===== src/rtl/switch_allocator_pkg.sv =====
// Shared NoC definitions: port codes, the idle select code and the port-code
// width. The crossbar and routing logic use the same package.
package switch_allocator_pkg;

   localparam int NUM_PORTS = 5;
   localparam int PORT_W    = 3;

   typedef logic [PORT_W-1:0] port_code_t;

   localparam port_code_t PORT_L   = 3'd0;
   localparam port_code_t PORT_N   = 3'd1;
   localparam port_code_t PORT_E   = 3'd2;
   localparam port_code_t PORT_W_C = 3'd3;
   localparam port_code_t PORT_S   = 3'd4;
   localparam port_code_t SEL_IDLE = 3'd5;

   // Round-robin successor, wrapping S back to L.
   function automatic port_code_t next_port(input port_code_t p);
      return (p >= PORT_S) ? PORT_L : port_code_t'(p + 3'd1);
   endfunction

endpackage


===== src/rtl/rr_arbiter5.sv =====
// Five-request arbiter for one crossbar output.
//   req     : request vector, bit index = input port code
//   ptr     : port code holding highest priority (ignored when RR_EN=0)
//   gnt_oh  : one-hot grant
//   gnt_idx : encoded grant, SEL_IDLE when nothing is granted
// With RR_EN=0 the search always starts at L, giving L>N>E>W>S.
module rr_arbiter5
   import switch_allocator_pkg::*;
#(
   parameter int RR_EN = 1
) (
   input  logic [NUM_PORTS-1:0] req,
   input  port_code_t           ptr,
   output logic [NUM_PORTS-1:0] gnt_oh,
   output port_code_t           gnt_idx
);

   port_code_t base;
   logic [3:0] idx;
   logic       found;

   always_comb begin
      gnt_oh  = '0;
      gnt_idx = SEL_IDLE;
      found   = 1'b0;
      idx     = '0;
      base    = ((RR_EN != 0) && (ptr <= PORT_S)) ? ptr : PORT_L;
      for (int i = 0; i < NUM_PORTS; i++) begin
         idx = {1'b0, base} + 4'(i);
         if (idx >= 4'd5) idx = idx - 4'd5;
         if (!found && req[idx[2:0]]) begin
            found               = 1'b1;
            gnt_oh[idx[2:0]]    = 1'b1;
            gnt_idx             = idx[2:0];
         end
      end
   end

endmodule


===== src/rtl/switch_allocator.sv =====
// Wormhole switch allocator for a 5-port router (L, N, E, W, S).
//   clk, rst_n                 : clock, async active-low reset
//   Req_p / Dest_p / Tail_p    : per-input request, destination code, tail flag
//   Grant_p                    : flit on input p moves this cycle
//   Select_o                   : registered owner code of output o (crossbar select)
//   Valid_o                    : output o carries a flit this cycle
//
// Per-output lock state:
//   state    | meaning
//   FREE     | owner_q == SEL_IDLE, requesters for this output arbitrate
//   BUSY(p)  | owner_q == p, input p's flits stream through until its tail
module switch_allocator
   import switch_allocator_pkg::*;
#(
   parameter int RR_EN = 1
) (
   input  logic       clk,
   input  logic       rst_n,
   input  logic       Req_L,
   input  logic       Req_N,
   input  logic       Req_E,
   input  logic       Req_W,
   input  logic       Req_S,
   input  logic [2:0] Dest_L,
   input  logic [2:0] Dest_N,
   input  logic [2:0] Dest_E,
   input  logic [2:0] Dest_W,
   input  logic [2:0] Dest_S,
   input  logic       Tail_L,
   input  logic       Tail_N,
   input  logic       Tail_E,
   input  logic       Tail_W,
   input  logic       Tail_S,
   output logic       Grant_L,
   output logic       Grant_N,
   output logic       Grant_E,
   output logic       Grant_W,
   output logic       Grant_S,
   output logic [2:0] Select_L,
   output logic [2:0] Select_N,
   output logic [2:0] Select_E,
   output logic [2:0] Select_W,
   output logic [2:0] Select_S,
   output logic       Valid_L,
   output logic       Valid_N,
   output logic       Valid_E,
   output logic       Valid_W,
   output logic       Valid_S
);

   logic [NUM_PORTS-1:0]                req, tail, owns, valid, rel;
   logic [NUM_PORTS-1:0][PORT_W-1:0]    dest;
   logic [NUM_PORTS-1:0][PORT_W-1:0]    owner_q, owner_d, ptr_q, ptr_d, arb_idx;
   logic [NUM_PORTS-1:0][NUM_PORTS-1:0] own_mat, arb_req, arb_oh;

   assign req  = {Req_S, Req_W, Req_E, Req_N, Req_L};
   assign tail = {Tail_S, Tail_W, Tail_E, Tail_N, Tail_L};
   assign dest = {Dest_S, Dest_W, Dest_E, Dest_N, Dest_L};

   // Ownership decode; an input that already owns an output never competes
   // for another, and only FREE outputs take requests. Dest codes >= 5 never
   // match an output index so they are ignored here.
   always_comb begin
      own_mat = '0;
      owns    = '0;
      valid   = '0;
      rel     = '0;
      arb_req = '0;
      for (int o = 0; o < NUM_PORTS; o++) begin
         for (int p = 0; p < NUM_PORTS; p++) begin
            if (owner_q[o] == port_code_t'(p)) begin
               own_mat[p][o] = 1'b1;
               valid[o]      = req[p];
               rel[o]        = req[p] & tail[p];
            end
         end
      end
      for (int p = 0; p < NUM_PORTS; p++) owns[p] = |own_mat[p];
      for (int o = 0; o < NUM_PORTS; o++) begin
         for (int p = 0; p < NUM_PORTS; p++) begin
            arb_req[o][p] = req[p] && (dest[p] == port_code_t'(o)) && !owns[p]
                            && (owner_q[o] == SEL_IDLE);
         end
      end
   end

   for (genvar o = 0; o < NUM_PORTS; o++) begin : g_arb
      rr_arbiter5 #(.RR_EN(RR_EN)) u_arb (
         .req     (arb_req[o]),
         .ptr     (ptr_q[o]),
         .gnt_oh  (arb_oh[o]),
         .gnt_idx (arb_idx[o])
      );
   end

   // Pointer moves only when a new lock is taken.
   always_comb begin
      owner_d = owner_q;
      ptr_d   = ptr_q;
      for (int o = 0; o < NUM_PORTS; o++) begin
         if (owner_q[o] == SEL_IDLE) begin
            if (|arb_oh[o]) begin
               owner_d[o] = arb_idx[o];
               ptr_d[o]   = next_port(arb_idx[o]);
            end
         end else if (rel[o]) begin
            owner_d[o] = SEL_IDLE;
         end
      end
   end

   always_ff @(posedge clk or negedge rst_n) begin
      if (!rst_n) begin
         owner_q <= {NUM_PORTS{SEL_IDLE}};
         ptr_q   <= {NUM_PORTS{PORT_L}};
      end else begin
         owner_q <= owner_d;
         ptr_q   <= ptr_d;
      end
   end

   assign {Grant_S, Grant_W, Grant_E, Grant_N, Grant_L} = owns & req;
   assign {Valid_S, Valid_W, Valid_E, Valid_N, Valid_L} = valid;
   assign Select_L = owner_q[0];
   assign Select_N = owner_q[1];
   assign Select_E = owner_q[2];
   assign Select_W = owner_q[3];
   assign Select_S = owner_q[4];

   for (genvar p = 0; p < NUM_PORTS; p++) begin : g_chk
      a_dest_stable: assert property (@(posedge clk) disable iff (!rst_n)
         (req[p] && $past(req[p])) |-> (dest[p] == $past(dest[p])));
      a_one_owner: assert property (@(posedge clk) disable iff (!rst_n)
         $onehot0(own_mat[p]));
   end

endmodule


===== config.mk =====
export PLATFORM = sky130hd
export DESIGN_NAME = switch_allocator
export DESIGN_NICKNAME = d
export VERILOG_FILES = /design/src/rtl/switch_allocator_pkg.sv /design/src/rtl/rr_arbiter5.sv /design/src/rtl/switch_allocator.sv
export SDC_FILE = /design/constraint.sdc
export NUM_CORES = 1
export LEC_CHECK = 0
export BUFFER_PORTS_ARGS = -buffer_cell sky130_fd_sc_hd__buf_2
export CORE_MARGIN = 3
export CORE_UTILIZATION = 60
export DETAILED_ROUTE_END_ITERATION = 6
export PLACE_DENSITY = 0.79
export SETUP_SLACK_MARGIN = 0.3
export SYNTH_ARGS = -nofsm -noshare
export SYNTH_HDL_FRONTEND = slang
export SYNTH_SLANG_ARGS = --single-unit

===== constraint.sdc =====
create_clock -name clk -period 8.5 [get_ports clk]
set_input_delay 0.85 -clock clk [delete_from_list [all_inputs] [get_ports clk]]
set_output_delay 0.85 -clock clk [all_outputs]
set_load 0.005 [all_outputs]

======== Word level (Yosys, flattened, before mapping) ========
Cells that the tools add are included.
word-level totals
  logic and storage cells ................. 696
  output and inout port bits .............. 25
  input port bits ......................... 27
  register bits after elaboration ......... 30
operators by class
  bitwise gates (word level) .............. 26
  multiplexer cells ....................... 295
  reduce and logical (&&, ||, !) cells .... 180
  order comparisons ....................... 85
  equality and inequality tests ........... 50
  add/subtract/negate cells ............... 50
operators by type and width
  cell                                                                number
  two-way mux 3 bit                                                   75
  two-way mux 1 bit                                                   145
  two-way mux 5 bit                                                   25
  logical AND 1 bit                                                   120
  less-than comparator 3 x 4 -> 1 bit (second input constant)         25
  bitwise OR 5 bit                                                    20
  greater-or-equal comparator 4 x 3 -> 1 bit (second input constant)  20
  binary-select mux 1 bit (select 3 bit)                              25
  demux 1 bit (select 3 bit)                                          25
  greater-or-equal comparator 3 x 1 -> 1 bit (second input constant)  25
  subtractor 3 bit (second input constant)                            25
  == test 3 x 2 -> 1 bit (second input constant)                      20
  OR reduction 5 bit                                                  10
  == test 3 bit (second input constant)                               15
  adder 3 x 2 -> 4 bit (second input constant)                        10
  == test 3 x 1 -> 1 bit (second input constant)                      10
  greater-or-equal comparator 3 bit (second input constant)           10
  logical NOT 3 bit                                                   10
  logical NOT 1 bit                                                   25
  adder 3 x 1 -> 4 bit (second input constant)                        5
  adder 3 x 3 -> 4 bit (second input constant)                        5
  AND reduction 2 bit                                                 10
  adder 3 x 1 -> 3 bit (second input constant)                        5
  <= comparator 3 bit (second input constant)                         5
  other kinds (4)                                                     16

======== Depth between registers and ports, before layout ========
Gate-level depths: netlist of run 1.
  depth in word-level cells ............... 24
  gate-level depth with buffers ........... 18
  depth with buffers taken out ............ 15

======== Modules after synthesis ========
A second synthesis of run 1 with hierarchy kept.
second synthesis, totals
  cell total of the unflattened synthesis .. 1129
  area total of the unflattened synthesis .. 8331.7 um^2
modules (own cells, without submodules)
  module                             area each (um^2)  sequential area each (um^2)  cells an instance  times used
  rr_arbiter5 at g_arb[0].u_arb ...  1111.1            0.0                          158                4
  switch_allocator                   2641.3            763.2                        316                1
  rr_arbiter5 at g_arb[4].u_arb      1246.2            0.0                          181                1

======== Worst setup path before layout of run 1 ========
OpenSTA, ideal clock, no wires.
  kind .................................... register to register
  start point ............................. register ptr_q[14] (netlist name)
  end point ............................... register ptr_q[14] (netlist name)
  path buffers ............................ 1
  clock period less this slack ............ 3.905 ns
  required time ........................... 8.375 ns
  cell stages (with the launch flop) ...... 16
  setup time .............................. 0.125 ns
  path slack .............................. 4.595 ns
  data arrival time ....................... 3.780 ns
  cell sequence ........................... dfrtp_1 nand2b_1 clkbuf_1 inv_1 ha_1 nor2b_1 a221oi_1 nor4_1 o21ai_0 and2_0 nor4b_1 a32oi_1 o22a_1 ha_1 ha_1 mux2_2
between the ends
  word-level cells in the longest chain between the ends .. 21
  elaborated cells between the ends (all ways) .. 87
  those cells by class .................... add/sub: 10; order compare: 17; mux: 41; bitwise: 4; reduce/logical: 15
RTL lines
  item                                                           line                     text
  from (decl)                                                    switch_allocator.sv:53   logic [NUM_PORTS-1:0][PORT_W-1:0] owner_q, owner_d, ptr_q, ptr_d, arb_idx;
  from (signal assigned)                                         switch_allocator.sv:115  ptr_q <= {NUM_PORTS{PORT_L}};
  from (signal assigned)                                         switch_allocator.sv:118  ptr_q <= ptr_d;
  <= comparator 3 bit                                            rr_arbiter5.sv:27        base = ((RR_EN != 0) && (ptr <= PORT_S)) ? ptr : PORT_L;
  two-way mux 3 bit *                                            rr_arbiter5.sv:27
  branches (longest 19 deep; another with adder 3 x 1 -> 4 bit)  n/a
Every way passes the cells marked *. The select of a mux whose other input is x is not followed.
A chain may end at the register's enable or synchronous reset.

======== Worst setup path after layout of run 1 ========
  start point ............................. register ptr_q[2] (netlist name)
  end point ............................... register ptr_q[2] (netlist name)
The elaborated chain is that of the path after synthesis.

==> results_dict.tcl, run 1 <==
set metrics [dict create \
    cpPeakStageDelay_ns 0.91 \
    cp_top_family "compound AO/OA/AOI/OAI gates" \
    path_depth 13 \
    tightestPinTransition_ns 1.25 \
    insertion_delay_ns 0.30 \
    routed_wl_mm 25.6 \
    critPathMaxFanout 17 \
    path_buf_inv 1 \
    htreeDepth 2 \
    cts.sinks 30 \
    syn_avg_cell_area_sq_um 7.07 \
    syn_area_sq_um 7630 \
    grt_pass1_vias 7847 \
    yosysWarningCount 0 \
    multi_input_area_sq_um 6380 \
    dr_wl_met2_mm 11.4 \
    syn_nets 1150 \
    synth_fa_ha_area_share_pct 7.38 \
    required_ns 8.68 \
    antenna_found_initial 1 \
    avgRoutedWirePerCell_um 20.5 \
    cts_tree "done" \
    ys.flop_type "dfrtp_1" \
    postCtsSetupBuffers 0 \
    hold_viol 0 \
    cpMostUsedCell "ha_1" \
    grtUsageTotal_pct 35.1 \
    num_vias 9040 \
    diodes 0 \
    final_core_util_pct 65.8 \
    io_pins 52 \
    powerDensity_nw_per_um2 349 \
    whs_path_depth 2 \
    setup_viol 0 \
    syn2layout_area_growth_pct 5.41 \
    grt_overflow 0 \
    numCtsBuffers 5 \
    yosys_register_bits 30 \
    finalCriticalPeriod_ns 4.91 \
    netlist_instances 1078 \
    failed_checks "DRC" \
    drc 5 \
    drtIter0Drc 1282 \
    port_buffers 51 \
    die_w_um 119 \
    synth_edf_count 0 \
    core-area_sq_um 12200 \
    holdBufCountCts 0 \
    relSlewSlack_pct 16.1 \
    clkTransAtPathRegs_ns 0.06 \
    gp_congestion 1.03 \
    synth_cell_type_count 105 \
    start_kind "flip-flop" \
    vdd_ir_drop_max_mv 0.221 \
    met1_length_mm 10.8 \
    synth_mux_area_share_pct 4.68 \
    drive_gt1_share_pct 12.6 \
    rows 40 \
    clock_path_buffers 2 \
    ant_nets 0 \
    ys_seq_area_share_pct 10.0 \
    grt_max_degree 31 \
    fp.dieH_um 119 \
    dr.pass1.iters 7 \
    dieArea_sq_um 14100 \
    period_share_pct 57.7 \
    dpl.hpwl_mm 19.3 \
    critical_path_class "flip-flop to flip-flop" \
    min-delay-path-class "flip-flop to flip-flop" \
    grt_first_pass_wirelength_mm 41.2 \
    fmax_ghz 0.204 \
    fin_tns_setup_ns 0 \
    postSynth.asyncResetShare_pct 100 \
    layoutNonFillerInstCount 1250 \
    wl_met3_mm 2.57 \
    cts-root-buf "clkbuf_16" \
    crit_path_start "ptr_q[2]" \
    top_layer "met5" \
    cts_resized 0 \
    reg2reg_depth 13 \
    crit_chain "or3b_1 > ha_1 > inv_1 > o311ai_0 > nor3_1 > o21ai_1 > nor2_1 > o22a_1 > o21ai_0 > o31ai_1 > ha_1 > ha_1 > mux2_4" \
    synth_top_family_by_area "simple AND/OR/NAND/NOR gates" \
    crit_path_end_kind "flip-flop" \
    yosys.area_share.simple_pct 38.0 \
    nets 1153 \
    clock_skew_ns 0.00587 \
    status "finished with violations" \
    fill_cells 1137 \
    routed_via_density 7.23 \
    final_max_slew_viol_count 0 \
    reg2reg_from "ptr_q[2]" \
    synth_compound_area_share_pct 32.6 \
    maxCapViolCount 0 \
    rsz0062_at_grt "false" \
    synth_xor_area_share_pct 1.03 \
    crit_slowest_cell "o311ai_0" \
    cp.arrival_ns 5.09 \
    regArea_sq_um 763 \
    p_leak_nw 3.16 \
    dp.cells 1242 \
    min_from "ptr_q[4]" \
    start_util_pct 62.4 \
]
per-layer routing:
metal / GRT usage, % / up-vias
met3: 5.74 / 87
met1: 49.6 / 4174
met5: 0 / -
li1: - / 4219
met2: 54.3 / 558
met4: 11.4 / 2
state kept, by name, indices dropped and copies added, names as in the netlist:
register  flops
Select_S      3
Select_E      3
ptr_q        15
Select_W      3
Select_N      3
Select_L      3
worst min-delay path, stage by stage, from the launching register on:
cell     delay, ns
dfrtp_1       0.39
nand2_1       0.08
o21ai_0       0.07
placed cells by master, fill, tap and decap left out, types with 9 or more instances in the layout:
| master | n |
|---|---|
| nor2_1 | 87 |
| nand2_1 | 72 |
| o21ai_0 | 66 |
| a21oi_1 | 66 |
| buf_2 | 51 |
| nand3_1 | 50 |
| inv_1 | 46 |
| ha_1 | 45 |
| nor3_1 | 36 |
| nand4_1 | 23 |
| nand2b_1 | 22 |
| o22ai_1 | 22 |
| nor4_1 | 22 |
| dfrtp_1 | 20 |
| nor3b_1 | 19 |
| nor2b_1 | 18 |
| a31oi_1 | 18 |
| nand3b_1 | 17 |
| o31ai_1 | 16 |
| o211ai_1 | 16 |
| and3_1 | 15 |
| mux2i_1 | 15 |
| or4_1 | 13 |
| and2_1 | 13 |
| mux2_2 | 13 |
| dfstp_2 | 10 |
| o22a_1 | 10 |
| a21o_1 | 10 |
| or2_2 | 9 |
| a22oi_1 | 9 |
| a211oi_1 | 9 |
area by class of cell:
type	count	share of cell area [%]
inverters	54	2.54
repair buffers	54	3.46
clock inverters	2	0.747
flip-flops and latches	30	9.49
clock buffers	6	1.73
multi-input cells	936	79.4
well taps	168	2.61
worst paths after layout:
path                        endpoint  slack (ns)
min                         ptr_q[4]        0.57
min in group asynchronous  ptr_q[11]        0.64
max reg2reg                 ptr_q[2]        3.59
max in group asynchronous   ptr_q[6]        7.35
min reg2reg                 ptr_q[4]        0.57
max                         ptr_q[2]        3.59
kinds of logic (layout without fill, tap and decap cells):
logic type / count (synthesis) / count (layout)
AOI/OAI and AO/OA: 354 / 354
xor gates and xnor gates: 9 / 9
and+or+nand+nor: 497 / 497
muxes: 31 / 31
buffers and inverters: 112 / 116
adders and majority gates: 45 / 45
DFF: 30 / 30
power by group:
part	total (mW)	internal [mW]	leakage (nW)	switching [mW]
combinational	2.18	0.843	2.70	1.33
sequential	0.374	0.213	0.366	0.161
clock	0.253	0.176	0.0971	0.0769
total	2.80	1.23	3.16	1.57
synth_stat cells (all sizes together), types with 10 or more instances:
library cell | count | area (sq um)
nor2 | 88 | 338
mux2i | 15 | 150
nor3b | 21 | 168
dfrtp | 20 | 500
a21oi | 67 | 339
o22a | 10 | 87.6
mux2 | 14 | 161
o21ai | 70 | 350
nand2 | 72 | 270
nor2b | 18 | 113
nor4 | 24 | 163
nand4 | 23 | 144
nor3 | 36 | 180
buf | 28 | 161
o211ai | 16 | 120
nand3b | 17 | 128
clkbuf | 30 | 113
and2 | 14 | 87.6
a211oi | 10 | 87.6
inv | 52 | 195
or3b | 11 | 96.3
o31ai | 16 | 120
or2 | 11 | 68.8
dfstp | 10 | 263
a31oi | 18 | 113
or4 | 14 | 109
nand3 | 50 | 250
ha | 45 | 563
a21o | 10 | 75.1
nand2b | 22 | 138
and3 | 15 | 93.8
o22ai | 23 | 158
stage by stage:
stage                     worst slack (ns)  total power [mW]  instance area [sq um]  hold slack [ns]
after global placement                3.93              2.44                   7840            0.530
final                                 3.59              2.80                   8040            0.573
after detailed placement              3.95              2.46                   7840            0.551
after floorplan                       4.59              1.97                   7630            0.495
after CTS                             3.89              2.73                   8040            0.559
after global routing                  3.45              3.02                   8040            0.597
Power figures use the tool's default switching activity.
==> run 2, diff against run 1 <==
==> constraint.sdc (replaced) <==
create_clock -name clk -period 4.82 [get_ports clk]
set_input_delay 0.482 -clock clk [delete_from_list [all_inputs] [get_ports clk]]
set_output_delay 0.482 -clock clk [all_outputs]
set_load 0.005 [all_outputs]
==> run 2 against run 1 <==
Against the previous run: die area did not move; the flow now finishes without violations; setup slack got worse by 3.2 ns; register-to-register slack got worse by 3.2 ns; non-clock buffer count rose by 13; first-iteration DRC count fell by 4.0%.
==> results_dict.tcl, run 2 (synthesis gave the netlist of run 1 again) <==
set metrics [dict create \
    status "complete, no violations" \
    multi_input_area_sq_um 6420 \
    use_met3_pct 5.84 \
    dpl.hpwl_mm 19.0 \
    drc 0 \
    nets 1166 \
    htreeDepth 2 \
    tightestPinTransition_ns 1.11 \
    largest_reg_flops 15 \
    numCtsBuffers 5 \
    vdd_ir_drop_max_mv 0.503 \
    mostFrequentLayoutCells "nor2_1 (87), nand2_1 (72), o21ai_0 (66), a21oi_1 (66), buf_2 (51)" \
    drive_gt1_share_pct 14.2 \
    reg2reg_depth 13 \
    critical_path_class "flip-flop to flip-flop" \
    port_buffers 51 \
    r2r_slack_ns 0.41 \
    regMostFlops "ptr_q" \
    powerDensity_nw_per_um2 602 \
    ant_nets 0 \
    whs_ns 0.263 \
    r2r_end "ptr_q[11]" \
    grt_overflow 0 \
    dieArea_sq_um 14100 \
    grt_pass1_vias 7964 \
    relSlewSlack_pct 25.2 \
    required_ns 5.00 \
    finalCriticalPeriod_ns 4.41 \
    rsz0062_at_grt "true" \
    gp_congestion 1.02 \
    grt_busiest_layer "met2" \
    cpPeakStageDelay_ns 0.59 \
    fin_tns_setup_ns 0 \
    crit_chain "or3b_1 > ha_1 > or3b_2 > o211a_1 > nand3_1 > a31oi_1 > o21ai_1 > nand4_1 > a211oi_1 > o21ai_0 > ha_1 > ha_1 > mux2_2" \
    grt_first_pass_wirelength_mm 40.5 \
    p_leak_nw 3.22 \
    routed_via_density 7.18 \
    fin_area_sq_um 8130 \
    rows 40 \
    dp.cells 1252 \
    clock_path_buffers 2 \
    placed_area_sq_um 7920 \
    die_w_um 119 \
    grtUsageTotal_pct 34.0 \
    crit_path_end_kind "flip-flop" \
    crit_slowest_cell "or3b_1" \
    cpMostUsedCell "ha_1" \
    hold_viol 0 \
    cp.arrival_ns 4.59 \
    drtIter0Drc 1231 \
    core-area_sq_um 12200 \
    setup_viol 0 \
    min-delay-path-class "input pin to async pin" \
    routed_wl_mm 25.2 \
    fmax_ghz 0.227 \
    cts-root-buf "clkbuf_16" \
    cts.sinks 30 \
    met2_usage_pct 52.2 \
    final_common_cell "nor2_1" \
    layoutNonFillerInstCount 1264 \
    grt_max_degree 31 \
    fill_cells 1147 \
    reg2reg_from "ptr_q[9]" \
    avgRoutedWirePerCell_um 19.9 \
    regArea_sq_um 766 \
    use_met1_pct 47.1 \
    antenna_found_initial 3 \
    period_share_pct 91.4 \
    clkTransAtPathRegs_ns 0.06 \
    dr.pass1.iters 5 \
    start_kind "flip-flop" \
    maxCapViolCount 0 \
    cts_tree "done" \
    final_max_slew_viol_count 0 \
    crit_path_start "ptr_q[9]" \
    insertion_delay_ns 0.30 \
    holdBufCountCts 0 \
    critPathMaxFanout 14 \
    fp.dieH_um 119 \
    io_pins 52 \
    start_util_pct 62.4 \
    num_vias 9080 \
    clock_skew_ns 0.00815 \
    syn2layout_area_growth_pct 6.55 \
]
[run 2: area by class of cell]
class	count	share of cell area, %
repair buffers	67	4.62
flip-flops and latches	30	9.42
clock buffers	7	1.76
inverters	54	2.51
diodes	1	0.0308
clock inverters	1	0.0616
multi-input cells	936	79.0
well taps	168	2.59
[run 2: critical path, delay by kind of cell (launching register included)]
family / cells / cell delay [ns]
flops: 1 / 0.52
simple gates: 4 / 1.48
mux: 1 / 0.25
compound gates: 5 / 1.16
fa+ha+maj: 3 / 0.87
[run 2: routing by layer]
layer	up-vias	wire (um)
met1	4215	10700
li1	4235	-
met2	519	11100
met4	4	1030
met5	-	21
met3	107	2340
[run 2: metrics by stage]
step	power [mW]	setup WS [ns]	utilization (%)
after global placement	4.32	0.460	64.8
after detailed placement	4.36	0.350	64.8
after floorplan	3.48	0.915	-
final	4.89	0.413	66.5
after CTS	4.71	0.335	66.0
after global routing	5.29	0.212	66.5
[run 2: worst max path at each step]
stage                 to  slack, ns  cells after the start
2_1_floorplan  ptr_q[14]       0.91                     15
3_3_place_gp    ptr_q[2]       0.46                     15
3_5_place_dp    ptr_q[2]       0.35                     15
4_1_cts         ptr_q[2]       0.34                     15
5_1_grt         ptr_q[2]       0.21                     14
6_report       ptr_q[11]       0.41                     13
[run 2: what timing repair did]
action | in CTS | in global routing
endpoints found under the setup margin | 0 | 7
gates resized for setup | 0 | 10
buffers inserted | 0 | 3
[run 2: power by group]
group	internal, mW	total (mW)	switching [mW]
clock network	0.205	0.340	0.135
logic	1.56	3.90	2.34
registers	0.377	0.650	0.272
total	2.14	4.89	2.75
